===== src/rtl/mem_arbiter.sv =====
// Two-port round-robin arbiter in front of a single-ported data memory.
// Each granted access is held for WAIT_CYCLES cycles and then acknowledged.
module mem_arbiter #(
    parameter int WAIT_CYCLES = 3,
    parameter int BASE_ADDR   = 1024,
    parameter int DEPTH_WORDS = 4096
) (
    input  logic        clk,
    input  logic        rst,
    input  logic        req0,
    input  logic        we0,
    input  logic [31:0] addr0,
    input  logic [31:0] wdata0,
    output logic        ready0,
    output logic        err0,
    output logic [31:0] rdata0,
    input  logic        req1,
    input  logic        we1,
    input  logic [31:0] addr1,
    input  logic [31:0] wdata1,
    output logic        ready1,
    output logic        err1,
    output logic [31:0] rdata1,
    output logic        mem_read,
    output logic        mem_write,
    output logic [31:0] mem_addr,
    output logic [31:0] mem_wdata,
    input  logic [31:0] mem_rdata
);

    typedef enum logic [1:0] {
        IDLE,
        ACCESS,
        DONE
    } state_t;

    localparam logic [32:0] LOW_LIMIT  = 33'(BASE_ADDR);
    localparam logic [32:0] HIGH_LIMIT = 33'(BASE_ADDR) + 33'(4 * DEPTH_WORDS);
    localparam logic [3:0]  WAIT_INIT  = 4'(WAIT_CYCLES);

    state_t      state;
    state_t      nextState;
    logic [3:0]  count;
    logic        grantPort;
    logic        lastGrant;
    logic        weLat;
    logic        errLat;
    logic [31:0] addrLat;
    logic [31:0] wdataLat;

    logic        anyReq;
    logic        selPort;
    logic        selWe;
    logic [31:0] selAddr;
    logic [31:0] selWdata;
    logic        addrErr;
    logic        finalCycle;

    // lastGrant is the port served most recently; on a tie the other port wins.
    always_comb begin
        anyReq   = req0 | req1;
        selPort  = (req0 && req1) ? ~lastGrant : req1;
        selWe    = selPort ? we1 : we0;
        selAddr  = selPort ? addr1 : addr0;
        selWdata = selPort ? wdata1 : wdata0;
        addrErr  = ({1'b0, selAddr} < LOW_LIMIT) ||
                   ({1'b0, selAddr} >= HIGH_LIMIT) ||
                   (selAddr[1:0] != 2'b00);
        finalCycle = (count == 4'd1);
    end

    always_ff @(posedge clk or posedge rst) begin
        if (rst) begin
            state <= IDLE;
        end else begin
            state <= nextState;
        end
    end

    always_comb begin
        nextState = state;
        mem_read  = 1'b0;
        mem_write = 1'b0;
        mem_addr  = 32'd0;
        mem_wdata = 32'd0;
        ready0    = 1'b0;
        ready1    = 1'b0;
        err0      = 1'b0;
        err1      = 1'b0;
        case (state)
            IDLE: begin
                if (anyReq) begin
                    nextState = addrErr ? DONE : ACCESS;
                end
            end
            ACCESS: begin
                mem_addr = addrLat;
                if (weLat) begin
                    mem_wdata = wdataLat;
                    mem_write = finalCycle;
                end else begin
                    mem_read = 1'b1;
                end
                if (finalCycle) begin
                    nextState = DONE;
                end
            end
            DONE: begin
                ready0    = ~grantPort;
                ready1    = grantPort;
                err0      = errLat & ~grantPort;
                err1      = errLat & grantPort;
                nextState = IDLE;
            end
            default: begin
                nextState = IDLE;
            end
        endcase
    end

    // Transaction latches, wait counter and per-port read data registers.
    always_ff @(posedge clk or posedge rst) begin
        if (rst) begin
            count     <= 4'd0;
            grantPort <= 1'b0;
            lastGrant <= 1'b1;
            weLat     <= 1'b0;
            errLat    <= 1'b0;
            addrLat   <= 32'd0;
            wdataLat  <= 32'd0;
            rdata0    <= 32'd0;
            rdata1    <= 32'd0;
        end else if (state == IDLE && anyReq) begin
            grantPort <= selPort;
            lastGrant <= selPort;
            weLat     <= selWe;
            errLat    <= addrErr;
            addrLat   <= selAddr;
            wdataLat  <= selWdata;
            count     <= addrErr ? 4'd0 : WAIT_INIT;
            if (addrErr && !selWe) begin
                if (selPort) begin
                    rdata1 <= 32'd0;
                end else begin
                    rdata0 <= 32'd0;
                end
            end
        end else if (state == ACCESS) begin
            count <= count - 4'd1;
            if (finalCycle && !weLat) begin
                if (grantPort) begin
                    rdata1 <= mem_rdata;
                end else begin
                    rdata0 <= mem_rdata;
                end
            end
        end
    end

endmodule


===== config.mk =====
export PLATFORM = sky130hd
export DESIGN_NAME = mem_arbiter
export DESIGN_NICKNAME = d
export VERILOG_FILES = /design/src/rtl/mem_arbiter.sv
export SDC_FILE = /design/constraint.sdc
export NUM_CORES = 1
export LEC_CHECK = 0
export CORE_ASPECT_RATIO = 1.4
export CORE_UTILIZATION = 46
export CTS_CLUSTER_SIZE = 28
export DETAILED_ROUTE_END_ITERATION = 6
export PLACE_DENSITY = 0.9
export SYNTH_ARGS = -nofsm -noshare
export SYNTH_HDL_FRONTEND = slang
export SYNTH_SLANG_ARGS = --single-unit

===== constraint.sdc =====
create_clock -name clk -period 6.9 [get_ports clk]
set_input_delay 1.38 -clock clk [delete_from_list [all_inputs] [get_ports clk]]
set_output_delay 1.38 -clock clk [all_outputs]
set_load 0.03 [all_outputs]

==> flow_summary.ini <==
[power]
power.total_mw = 2.66
power.density_cell_area_nw_per_um2 = 257
cell_leakage_power_nw = 4.67
worst_ir_drop_vdd_mv = 0.133

[setup_path]
critPathRequiredTime_ns = 5.52
timing.setup.critical_path_class = flip-flop to output port
arrival_time_at_the_worst_endpoint_ns = 3.04
path_cells = inv_1 > nor2_4 > and3_1 > clkdlybuf4s50_1
timing.rr.start = lastGrant$_DFFE_PP1P_
cp-startpoint = state[0]$_DFFE_PP0P_
timing.critical_path.fanout_max = 67
critPathLaunchType = flip-flop
cpPeakStageDelay_ns = 0.94
setup.worst_path.end_class = output port
cp_max_delay_cell = nor2_4

[floorplan]
die_w_um = 104
fp-row-count = 51
die_y_um = 145
floorplan.initialDensity = 0.478
die_area_um2 = 15100
coreArea_um2 = 14000
number_of_placed_i_o_pins = 300

[place]
placed_cells = 1125
detailed_place_hpwl_mm = 14.2
port-buffer-count = 299
gp_congestion = 0.950
place_area_um2 = 9770
place_ws_ns = 2.49

[sta]
rsz0062_at_grt = false
timing.final.crit_share = 0.640
worst_slew_pin_slew_ns = 1.27
final_max_slew_viol_count = 0
finalCriticalPeriod_ns = 4.42
final.setup.tns_ns = 0
fmax_mhz = 226
worst_hold_slack_ns = 0.457
timing.final.setup_violations = 0
final-hold-violation-count = 0
clock-skew-final_ns = 0.00922
timing.max_slew.rel_slack = 0.153
final.setup.worst_slack_ns = 2.48

[routing]
drc_marker_count_from_the_first_detailed_route_iteration = 368
dr.pass1.iters = 5
routed-via-count = 6173
number_of_remaining_drc_errors = 0
totalWireLength_mm = 20.1
vias_per_cell = 5.34
route.antenna.remaining_nets = 0
detail_route.wl_per_cell_um = 17.4

[clock_network]
cts-resized-gates = 0
cts.path.max_buffers = 2
clk_pin_slew_worst_paths_ns = 0.06
cts_inserted_buffers = 17
clk-insertion-delay-late_ns = 0.41
cts_num_sinks = 138
cts-htree-levels = 4
cts_setup_buffers = 0
root_buffer = clkbuf_16
cts_hold_buffers = 0
cts_tree = built

[synthesis]
mean_area_per_synthesized_cell_um2 = 9.80
synthDominantCellAreaShare = 0.511
ys.warnings.count = 0
post_synth_inst_count = 684
synthDistinctLibCells = 42
synth-main-ff-cell = dfrtp_1
cell_type_with_the_highest_aggregate_area_in_the_netlist = dfrtp_1
async_reset_ff_frac = 1.00
number_of_enable_type_register_cells_in_the_synthesized_netlist = 0
synth.yosys.seq_area_share = 0.515
synth_seq_cells = 138
syn_nets = 852
post_synth_main_area_contributors = dfrtp_1 51%, mux2i_1 9.6%, nand2_1 7.7%, nor2_1 4.0%, a21oi_2 3.9%
synthesis.area_um2 = 6700
yosys-top-cells-count = 137 x dfrtp_1, 137 x nand2_1, 72 x nor2_1, 64 x mux2i_1

[global_route]
gr-total-overflow = 0
grt_start_max_net_pins = 90
antenna_found_initial = 0
first_global_vias = 6058
wire_length_of_the_first_global_routing_pass_mm = 31.2
grt_usage = 0.267

[worst_hold_path]
min-delay-start = wdataLat[8]$_DFFE_PP0P_
min-delay-path-class = flip-flop to flip-flop

[final_layout]
design_area_um2 = 10400
final_layout_size_suffix_gt1_frac = 0.0885
antenna-diode-count = 0
finish.utilization = 0.738
layout.nets = 1127
fin_cells = 1157
num-fill-cells = 1008
layout-area-overhead-vs-synth_pct = 54.5

[outcome]
outcome = completed

[run]
timing.max_cap.violations = 0
## layout make-up
cell class	count	area [um2]	area share
inverter	4	20.0	0.00193
tap	185	231	0.0223
timing repair buffer	308	3060	0.295
multi-input combinational	490	3010	0.290
clock buffer	18	439	0.0424
clock inverter	14	148	0.0143
sequential	138	3450	0.333
## cell families after synthesis
kind of cell,Yosys count,synth area share
fa+ha+maj,2,0.00373
flops,138,0.515
mux,64,0.0956
xor+xnor,5,0.00653
simple gates,306,0.211
compound gates,113,0.124
buf+inv,56,0.0433
## worst max-delay path, delay by kind of cell, from the launching register on
kind / cells / cell delay [ns]
flops: 1 / 0.52
simple gates: 2 / 1.23
buf+inv: 2 / 0.86
## registers in the layout, summed over array words and instances, names as in the netlist
signal     cells
lastGrant      1
weLat          1
wdataLat      32
rdata0        32
rdata1        32
addrLat       32
grantPort      1
state          2
count          4
errLat         1
## layer usage
layer,track usage,part of all wire,vias to the layer above
met3,0.0631,0.060,54
met1,0.296,0.37,2958
met5,0,0,-
met4,0.152,0.044,0
li1,-,-,2897
met2,0.473,0.53,264
## final timing paths
path | endpoint | slack (ns) | cells past startpoint
max | mem_wdata[25] | 2.48 | 4
min | wdataLat[8]$_DFFE_PP0P_ | 0.46 | 2
max reg2reg | state[1]$_DFFE_PP0P_ | 3.97 | 6
min reg2reg | wdataLat[8]$_DFFE_PP0P_ | 0.46 | 2
max in group asynchronous | state[1]$_DFFE_PP0P_ | 4.20 | 3
min in group asynchronous | rdata1[20]$_DFFE_PP0P_ | 1.54 | 2
## cells in the final DEF, fill, tap and decap left out, types with 2 or more instances in the layout
master and n:
nor3_4 3, dfrtp_1 137, mux2i_1 64, xnor2_1 2
o21ai_0 3, nor4_1 10, clkbuf_16 17, a22oi_1 33
nor2_1 70, a21o_1 3, nor3_1 5, clkinvlp_4 2
inv_6 3, bufinv_16 2, buf_4 9, and2_1 34
clkinv_4 4, clkinv_2 4, clkdlybuf4s50_1 299, ha_1 2
and3_1 33, a31oi_1 34, inv_1 3, xor2_1 3
nand2_1 137, nand4_1 2, a21oi_1 3, a21oi_2 30
## power breakdown
part	internal [mW]	leakage (nW)	switching [mW]	total, mW
Sequential	0.961	1.74	0.0910	1.05
Clock	0.543	0.286	0.359	0.903
Combinational	0.313	2.64	0.390	0.702
(Power assumes the default switching activity.)
